--- config.mk ---
export PLATFORM = sky130hd
export DESIGN_NAME = mem_port_arbiter
export DESIGN_NICKNAME = d
export VERILOG_FILES = /design/src/rtl/mem_pkg.sv /design/src/rtl/rr_pick.sv /design/src/rtl/mem_port_arbiter.sv
export SDC_FILE = /design/constraint.sdc
export NUM_CORES = 1
export LEC_CHECK = 0
export ABC_CLOCK_PERIOD_IN_PS = 5100
export BUFFER_PORTS_ARGS = -buffer_cell sky130_fd_sc_hd__buf_2
export CAP_MARGIN = 30
export CORE_MARGIN = 2
export CORE_UTILIZATION = 51
export CTS_CLUSTER_DIAMETER = 100
export DETAILED_ROUTE_END_ITERATION = 12
export GPL_TIMING_DRIVEN = 0
export PLACE_DENSITY = 0.86
export REMOVE_ABC_BUFFERS = 1
export SLEW_MARGIN = 0
export SYNTH_ARGS = -nofsm -noshare
export SYNTH_HDL_FRONTEND = slang
export SYNTH_SLANG_ARGS = --single-unit
export TNS_END_PERCENT = 30
--- constraint.sdc ---
create_clock -name clk -period 5.1 [get_ports clk]
set_input_delay 0.51 -clock clk [delete_from_list [all_inputs] [get_ports clk]]
set_output_delay 0.51 -clock clk [all_outputs]
set_load 0.02 [all_outputs]
--- src/rtl/mem_pkg.sv ---
// Shared memory-side definitions: default bus widths used by the CPU, the RAM
// and the port arbiter, plus the arbiter state encoding.
package mem_pkg;

    localparam int MEM_ADDR_W = 14;
    localparam int MEM_DATA_W = 10;

    typedef enum logic {
        IDLE,
        WAIT
    } arb_state_t;

    // Index width for n items, never narrower than one bit.
    function automatic int idx_w(input int n);
        return (n > 1) ? $clog2(n) : 1;
    endfunction

endpackage

--- src/rtl/rr_pick.sv ---
// Rotating-priority picker: returns the first pending channel found scanning
// upward from rr_ptr and wrapping past the top channel back to zero.
module rr_pick
    import mem_pkg::*;
#(
    parameter int N_RD  = 4,
    parameter int IDX_W = idx_w(N_RD)
) (
    input  logic [N_RD-1:0]  pending,
    input  logic [IDX_W-1:0] rr_ptr,
    output logic             valid,
    output logic [IDX_W-1:0] idx
);

    // The lowest pending channel is the wrap-around fallback; any pending
    // channel at or above rr_ptr overrides it, the lowest such one winning.
    always_comb begin
        valid = 1'b0;
        idx   = '0;
        for (int j = N_RD - 1; j >= 0; j--) begin
            if (pending[j]) begin
                valid = 1'b1;
                idx   = IDX_W'(j);
            end
        end
        for (int j = N_RD - 1; j >= 0; j--) begin
            if (pending[j] && (j >= int'(rr_ptr))) begin
                idx = IDX_W'(j);
            end
        end
    end

endmodule

--- src/rtl/mem_port_arbiter.sv ---
// Arbitrates one write and N_RD read channels from the CPU pipeline onto a
// single-port RAM; writes go first, reads rotate, stall holds the pipeline.
//
// state | meaning
// IDLE  | no RAM access in flight; issues the pending write, else a read
// WAIT  | read issued, counting down RAM_LAT before capturing ram_outdata
module mem_port_arbiter
    import mem_pkg::*;
#(
    parameter int ADDR_W  = MEM_ADDR_W,
    parameter int DATA_W  = MEM_DATA_W,
    parameter int N_RD    = 4,
    parameter int RAM_LAT = 1
) (
    input  logic                     clk,
    input  logic                     rst,
    input  logic                     wr_req,
    input  logic [ADDR_W-1:0]        wr_addr,
    input  logic [DATA_W-1:0]        wr_data,
    output logic                     wr_ready,
    input  logic [N_RD-1:0]          rd_req,
    input  logic [N_RD*ADDR_W-1:0]   rd_addr,
    output logic [N_RD*DATA_W-1:0]   rd_data,
    output logic [N_RD-1:0]          rd_ready,
    output logic                     stall,
    output logic [ADDR_W-1:0]        ram_addr,
    output logic                     ram_read,
    output logic                     ram_write,
    output logic [DATA_W-1:0]        ram_indata,
    input  logic [DATA_W-1:0]        ram_outdata
);

    localparam int IDX_W = idx_w(N_RD);
    localparam int LAT_W = idx_w(RAM_LAT);

    arb_state_t        state;
    logic              wr_served;
    logic [N_RD-1:0]   rd_served;
    logic [IDX_W-1:0]  rr_ptr;
    logic [IDX_W-1:0]  cur;
    logic [LAT_W-1:0]  lat_cnt;
    logic [ADDR_W-1:0] addr_q;
    logic [DATA_W-1:0] rd_data_q [N_RD];
    logic [ADDR_W-1:0] rd_addr_a [N_RD];

    logic              wr_pend;
    logic [N_RD-1:0]   rd_pend;
    logic              pick_valid;
    logic [IDX_W-1:0]  pick_idx;
    logic              issue_wr;
    logic              issue_rd;

    for (genvar i = 0; i < N_RD; i++) begin : g_chan
        assign rd_addr_a[i]                  = rd_addr[i*ADDR_W +: ADDR_W];
        assign rd_data[i*DATA_W +: DATA_W]   = rd_data_q[i];
    end

    assign wr_pend  = wr_req & ~wr_served;
    assign rd_pend  = rd_req & ~rd_served;
    assign stall    = wr_pend | (|rd_pend);
    assign wr_ready = wr_served;
    assign rd_ready = rd_served;

    rr_pick #(
        .N_RD  (N_RD),
        .IDX_W (IDX_W)
    ) u_rr_pick (
        .pending (rd_pend),
        .rr_ptr  (rr_ptr),
        .valid   (pick_valid),
        .idx     (pick_idx)
    );

    // Strobes are issued in the same cycle the request is seen so that a
    // bundle costs exactly one cycle per write and RAM_LAT+1 per read.
    assign issue_wr   = rst & (state == IDLE) & wr_pend;
    assign issue_rd   = rst & (state == IDLE) & ~wr_pend & pick_valid;
    assign ram_write  = issue_wr;
    assign ram_read   = issue_rd;
    assign ram_indata = issue_wr ? wr_data : '0;
    assign ram_addr   = issue_wr ? wr_addr :
                        issue_rd ? rd_addr_a[pick_idx] : addr_q;

    always_ff @(posedge clk) begin
        if (!rst) begin
            state     <= IDLE;
            wr_served <= 1'b0;
            rd_served <= '0;
            rr_ptr    <= '0;
            cur       <= '0;
            lat_cnt   <= '0;
            addr_q    <= '0;
            for (int i = 0; i < N_RD; i++) begin
                rd_data_q[i] <= '0;
            end
        end else begin
            // stall low is the one cycle the pipeline advances: start a new bundle
            if (stall) begin
                wr_served <= wr_served & wr_req;
                rd_served <= rd_served & rd_req;
            end else begin
                wr_served <= 1'b0;
                rd_served <= '0;
            end

            case (state)
                IDLE: begin
                    if (issue_wr) begin
                        addr_q    <= wr_addr;
                        wr_served <= 1'b1;
                    end else if (issue_rd) begin
                        cur     <= pick_idx;
                        addr_q  <= rd_addr_a[pick_idx];
                        lat_cnt <= LAT_W'(RAM_LAT - 1);
                        state   <= WAIT;
                    end
                end
                WAIT: begin
                    if (lat_cnt == '0) begin
                        // a channel that dropped its request mid-access gets nothing
                        if (rd_req[cur]) begin
                            rd_data_q[cur] <= ram_outdata;
                            rd_served[cur] <= 1'b1;
                        end
                        rr_ptr <= (cur == IDX_W'(N_RD - 1)) ? '0 : cur + 1'b1;
                        state  <= IDLE;
                    end else begin
                        lat_cnt <= lat_cnt - 1'b1;
                    end
                end
                default: state <= IDLE;
            endcase
        end
    end

endmodule

==> key figures, run 1 <==
Synth
  • Main combinational cell family by area after synthesis: compound AO/OA/AOI/OAI gates
  • Mapped Area: 3680 sq um
  • Post-synth cell types: 50
  • #FFs+latches synth: 64
  • Ranking of synthesized cells by area: edfxtp_1 33%, dfxtp_1 13%, and2_1 7.3%
  • Synth area leader: edfxtp_1
  • Ys async rst share: 0%
  • Mux cell area share after synthesis: 4.69%
  • YS warnings: 0
  • Synth top cells by count: 43 x and2_1, 40 x edfxtp_1, 24 x dfxtp_1, 24 x o211ai_1, 21 x a21oi_1
  • Synth Area in Compound Gates: 25.0%
  • Post-synthesis xor/xnor area fraction: 0%
  • Cells after Synth: 348
  • Mean post-synth cell area: 10.6 sq um
  • Adder-cell share of the synthesized area: 1.36%
  • Yosys top cell area share: 32.7%
  • EDFF count, synth: 40
  • Simple-Gate Fraction of Synth Area: 18.3%
  • Top FF cell, synth: edfxtp_1
  • Register area share after synthesis: 45.7%
  • Most common cell in the netlist: and2_1

Worst setup path
  • CP Max Fanout: 23
  • Crit Path Category: reg -> out
  • Crit path DAT: 3000 ps
  • CP cell instances: or4b_4, o21ai_0, a211o_2, or2_1, o211ai_1, buf_2
  • CP endpoint kind: output pin
  • Crit path launch: rr_ptr[0]
  • Crit path buffers/inverters: 1
  • Delay-heaviest family, CP: simple AND/OR/NAND/NOR gates
  • Reg2Reg Launch Point: rr_ptr[0]
  • Critical Path Max Stage Delay: 810 ps
  • Critical Path Slowest Stage Cell: or2_1
  • Required time worst endpoint: 4590 ps
  • Critical Path Start Type: register

Timing
  • Worst-Margin Slew: 985 ps
  • Final Max Slew Viols: 0
  • Normalized max-slew margin: 34.3%
  • RSZ-0062 raised after global routing: false
  • Fin crit share: 68.8%
  • Fmax: 285 MHz
  • Final Hold Vio Count: 0
  • Final setup TNS: 0 ps
  • # setup viols final: 0
  • Tmin final: 3510 ps
  • Final Skew: 12.0 ps

CTS
  • CTS max path bufs: 2
  • Cts bufs inserted: 9
  • Clock sink total: 64
  • Clock latency on the worst-skew pair: 340 ps
  • Post-cts hold buffer count: 0
  • CTS resizes: 0
  • H-tree levels: 3
  • Clock root buffer: clkbuf_8
  • Reg clk slew, reported paths: 80 ps
  • Post CTS Setup Buffer Count: 0
  • CTS tree: done

Pwr
  • Leak Pwr: 2.13 nW
  • Power Density: 302 nW/um^2
  • VDD IR-drop max: 0.135 mV

Route
  • Number of DRC markers in iteration 0: 186
  • Via count: 3541
  • Avg WL per Cell: 17.1 microns
  • Drt total wl: 10300 microns
  • Via density: 5.87
  • DRT antenna net count: 0
  • DRT Pass-1 Iters: 5
  • Drc violations: 0

Placement
  • IO buf count: 168
  • Placed cell area: 4510 sq um
  • Final GP Congestion: 0.874
  • Post-detail-place hpwl: 7550 microns

Worst hold path
  • Hold Crit Class: in -> reg
  • Hold_sp: wr_req

Finish
  • Area of the multi-input gates: 1820 sq um
  • Layout area overhead: 29.0%
  • Final Core Density: 69.1%
  • Fin area: 4740 sq um
  • # diodes: 0
  • Number of fill cells: 531
  • Nets: 603
  • Sequential standard cell area: 1680 sq um
  • Share of cells above drive strength 1: 40.2%

GRT
  • Initial antenna violation count: 0
  • Vias in the first global route: 3275
  • Grt ovf: 0
  • GRT Total Usage: 25.7%
  • First-pass GRT wire length: 15700 microns
  • Largest net degree at the start of global routing: 24

Floorplan
  • # IOs: 169
  • Die area: 7910 sq um
  • Die height: 88.9 microns
  • Die X: 88.9 microns
  • Row count: 30
  • Initial Utilization: 53.6%
  • Core ar.: 6870 sq um

Flow run
  • Max Cap Viol: 0

Outcome
  • Status: complete, no violations
==> layout make-up <==
class | instances | area share [%]
multi-input cells | 246 | 38.3
flip-flops and latches | 64 | 35.4
repair buffers | 170 | 17.9
clock buffers | 10 | 2.69
well taps | 96 | 2.53
clock inverters | 6 | 2.27
inverters | 11 | 0.870
==> per-layer routing <==
metal	GRT usage [%]	part of all wire [%]
met5	0	0
met4	11.9	3.4
met2	41.4	49
met1	31.9	39
met3	7.85	8.8
==> cells in the final DEF, fill, tap and decap left out, types with 2 or more instances in the layout <==
| master | netlist | layout |
|---|---|---|
| o2bb2ai_1 | 10 | 10 |
| bufinv_16 | 0 | 3 |
| and2b_1 | 2 | 2 |
| o21ai_0 | 4 | 4 |
| o211ai_2 | 8 | 8 |
| o211ai_1 | 24 | 24 |
| and3_1 | 14 | 14 |
| a2111oi_1 | 3 | 3 |
| mux2i_1 | 15 | 15 |
| nand2_1 | 7 | 7 |
| nand2b_1 | 9 | 9 |
| a211oi_1 | 9 | 9 |
| inv_1 | 10 | 10 |
| clkinv_1 | 1 | 2 |
| o221ai_1 | 11 | 11 |
| edfxtp_1 | 40 | 40 |
| buf_2 | 4 | 170 |
| dfxtp_1 | 24 | 24 |
| nand3_1 | 14 | 14 |
| and2_1 | 43 | 43 |
| nand4_1 | 2 | 2 |
| ha_1 | 4 | 4 |
| clkbuf_8 | 0 | 9 |
| nor2b_1 | 5 | 5 |
| a32o_1 | 4 | 4 |
| o221ai_2 | 3 | 3 |
| a22oi_1 | 11 | 11 |
| nor2_1 | 4 | 4 |
| a21oi_1 | 21 | 21 |
==> cells by family (layout without fill, tap and decap cells) <==
logic type	count (synthesis)	count (layout)
fa+ha+maj	4	4
simple gates	111	111
flops	64	64
mux	16	16
compound gates	115	115
buf+inv	38	197
==> registers in the layout, summed over array words and instances (netlist names) <==
| name | cells |
|---|---|
| rr_ptr | 2 |
| cur | 2 |
| rd_ready | 4 |
| rd_data_q | 40 |
| addr_q | 14 |
| state | 1 |
| wr_ready | 1 |
==> stage by stage <==
step	hold slack [ps]	power (mW)	worst slack, ps	std cells
2_1_floorplan	462	0.801	2230	321
3_3_place_gp	488	0.909	1530	585
3_5_place_dp	495	0.920	1610	587
4_1_cts	426	1.44	1580	603
5_1_grt	439	1.49	1300	603
6_report	443	1.43	1590	603
==> report_power, final <==
group	switching [mW]	leakage, nW	internal [mW]
combinational	0.197	1.40	0.120
sequential	0.0144	0.610	0.582
clock	0.197	0.118	0.323
==> path summary, 6_finish.rpt <==
check / slack [ps] / cells past startpoint / endpoint
worst min-delay path: 440 / 2 / wr_ready
worst min register to register: 520 / 2 / rr_ptr[0]
worst max-delay path: 1590 / 6 / ram_addr[12]
worst max register to register: 2500 / 5 / addr_q[6]
Note: power is estimated with default switching activity, not from simulation.
==> run 2: changes to the inputs <==
--- a/config.mk
+++ b/config.mk
@@ -5,15 +5,16 @@
 export SDC_FILE = /design/constraint.sdc
 export NUM_CORES = 1
 export LEC_CHECK = 0
-export ABC_CLOCK_PERIOD_IN_PS = 5100
+export ABC_AREA = 1
+export ABC_CLOCK_PERIOD_IN_PS = 3100
 export BUFFER_PORTS_ARGS = -buffer_cell sky130_fd_sc_hd__buf_2
 export CAP_MARGIN = 30
 export CORE_MARGIN = 2
-export CORE_UTILIZATION = 51
+export CORE_UTILIZATION = 43
 export CTS_CLUSTER_DIAMETER = 100
 export DETAILED_ROUTE_END_ITERATION = 12
 export GPL_TIMING_DRIVEN = 0
-export PLACE_DENSITY = 0.86
+export PLACE_DENSITY = 0.77
 export REMOVE_ABC_BUFFERS = 1
 export SLEW_MARGIN = 0
 export SYNTH_ARGS = -nofsm -noshare
==> constraint.sdc (replaced) <==
create_clock -name clk -period 3.1 [get_ports clk]
set_input_delay 0.31 -clock clk [delete_from_list [all_inputs] [get_ports clk]]
set_output_delay 0.31 -clock clk [all_outputs]
set_load 0.02 [all_outputs]
==> key figures, run 2 <==
Finish
  • Most common cell after layout, fill and taps aside: buf_2
  • Nets: 697
  • Most flops, register: rd_data_q
  • # diodes: 0
  • Fin area: 4680 sq um
  • Layout area overhead: 27.3%
  • Share of cells above drive strength 1: 42.9%
  • Largest register FFs: 40
  • Most frequent cells in the layout: 169 x buf_2, 107 x nand2_1, 51 x inv_1, 41 x nor2_1

Timing
  • Tmin final: 2790 ps
  • Fmax: 358 MHz
  • Final Hold Vio Count: 0
  • Fin crit share: 90.0%
  • Worst setup margin: 308 ps
  • Final Skew: 9.17 ps
  • Final setup TNS: 0 ps
  • RSZ-0062 raised after global routing: false
  • # setup viols final: 0
  • Worst-Margin Slew: 710 ps
  • Final Max Slew Viols: 0
  • Normalized max-slew margin: 52.5%

Synth
  • Mapped Area: 3670 sq um
  • Mean post-synth cell area: 8.41 sq um
  • Register area share after synthesis: 45.8%
  • EDFF count, synth: 40
  • Ranking of synthesized cells by area: edfxtp_1 33%, dfxtp_1 13%, nand2_1 11%
  • Post-synthesis xor/xnor area fraction: 0%
  • Top FF cell, synth: edfxtp_1
  • Synth Area in Compound Gates: 9.67%
  • Most common cell in the netlist: nand2_1
  • YS warnings: 0
  • #FFs+latches synth: 64
  • Mux cell area share after synthesis: 0%
  • Simple-Gate Fraction of Synth Area: 32.2%
  • Post-synth cell types: 35
  • Yosys top cell area share: 32.7%
  • Adder-cell share of the synthesized area: 1.36%
  • Synth area leader: edfxtp_1
  • Cells after Synth: 437
  • Ys async rst share: 0%
  • Synth top cells by count: 107 x nand2_1, 51 x inv_1, 41 x nor2_1
  • Main combinational cell family by area after synthesis: simple AND/OR/NAND/NOR gates

Worst setup path
  • Crit path DAT: 2480 ps
  • Reg2reg end: rd_data_q[1][8]
  • Crit Path Category: reg -> out
  • Capture point of the worst path: ram_addr[0]
  • CP endpoint kind: output pin
  • Required time worst endpoint: 2790 ps
  • Critical Path Start Type: register
  • CP Max Fanout: 29
  • Reg2Reg Launch Point: cur[0]
  • Crit path launch: rd_ready[0]
  • Worst r2r path cells: 9
  • Reg-to-reg slack, setup: 380 ps

Placement
  • Placed cell area: 4500 sq um
  • Post-detail-place hpwl: 7150 microns
  • Worst slack at placement: 179 ps
  • Final GP Congestion: 0.954
  • IO buf count: 168

GRT
  • Grt ovf: 0
  • First-pass GRT wire length: 14300 microns
  • Largest net degree at the start of global routing: 31
  • GRT Total Usage: 20.1%
  • Initial antenna violation count: 0
  • Vias in the first global route: 2998

CTS
  • H-tree levels: 3
  • Clock sink total: 64
  • Reg clk slew, reported paths: 80 ps
  • Clock root buffer: clkbuf_8
  • CTS tree: done
  • Post CTS Setup Buffer Count: 0
  • CTS resizes: 1
  • CTS max path bufs: 2
  • Cts bufs inserted: 9
  • Clock latency on the worst-skew pair: 330 ps
  • Post-cts hold buffer count: 0

Route
  • Number of DRC markers in iteration 0: 173
  • Drc violations: 0
  • Drt total wl: 9450 microns
  • Via density: 4.81
  • DRT Pass-1 Iters: 4
  • Via count: 3398
  • Avg WL per Cell: 13.4 microns
  • DRT antenna net count: 0

Floorplan
  • Die X: 96.4 microns
  • Initial Utilization: 44.5%
  • Die area: 9300 sq um
  • Die height: 96.4 microns
  • Core ar.: 8260 sq um
  • Row count: 33
  • # IOs: 169

Pwr
  • Power Density: 465 nW/um^2
  • VDD IR-drop max: 0.166 mV
  • Leak Pwr: 2.40 nW

Worst hold path
  • Hold Crit Class: in -> reg

Outcome
  • Status: complete, no violations

Flow run
  • Max Cap Viol: 0
## run 2: routing by layer
layer	part of all wire (%)	up-vias	GRT usage (%)	wire length, microns
li1	-	1728	-	-
met1	42	1492	25.1	3950
met2	49	170	34.4	4620
met3	8.2	8	5.28	778
met4	0.98	0	5.75	93
met5	0	-	0	0
## run 2: final cells by class
type,count,area [sq um]
Fill cell,786,3580
Sequential cell,64,1680
Multi-Input combinational cell,287,1600
Timing Repair Buffer,170,853
Inverter,64,240
Tap cell,105,131
Clock buffer,9,124
Clock inverter,7,46.3
## run 2: metrics by stage
stage	instances	hold slack (ps)	total power, mW	util (%)
after floorplan	415	448	1.36	-
after CTS	706	232	2.19	56.6
after detailed placement	690	512	1.57	54.4
final	706	246	2.18	56.7
after global routing	706	245	2.29	56.7
after global placement	688	504	1.55	54.3
## run 2: critical path: stages (launching register included)
cell and delay (ps):
dfxtp_1 380, inv_2 70, nand2_1 90, nand2_1 60, nand2_1 60, nand2_1 60
nand2_2 430, nand2_4 320, nand2_1 140, nand2_1 60, nand2_1 60, nand2_1 60
nand2_1 90, nand2_1 80, buf_2 170
## run 2: worst min path at each step
| stage | cells past startpoint | slack [ps] | end | start |
|---|---|---|---|---|
| 2_1_floorplan | 2 | 450 | cur[0] | rst |
| 3_3_place_gp | 2 | 500 | rr_ptr[0] | rr_ptr[0] |
| 3_5_place_dp | 2 | 510 | rd_ready[0] | rd_ready[0] |
| 4_1_cts | 3 | 230 | addr_q[1] | wr_addr[1] |
| 5_1_grt | 3 | 250 | addr_q[1] | wr_addr[1] |
| 6_report | 3 | 250 | addr_q[1] | wr_addr[1] |
## run 2: cells by family (layout without fill, tap and decap cells)
logic type | after synthesis | after routing
buffers and inverters | 86 | 250
DFF | 64 | 64
adders and majority gates | 4 | 4
AOI/OAI and AO/OA | 44 | 44
and+or+nand+nor | 239 | 239
## run 2: report_power, final
group / switching (mW) / internal (mW)
registers: 0.0247 / 0.956
logic: 0.374 / 0.195
clock network: 0.337 / 0.290
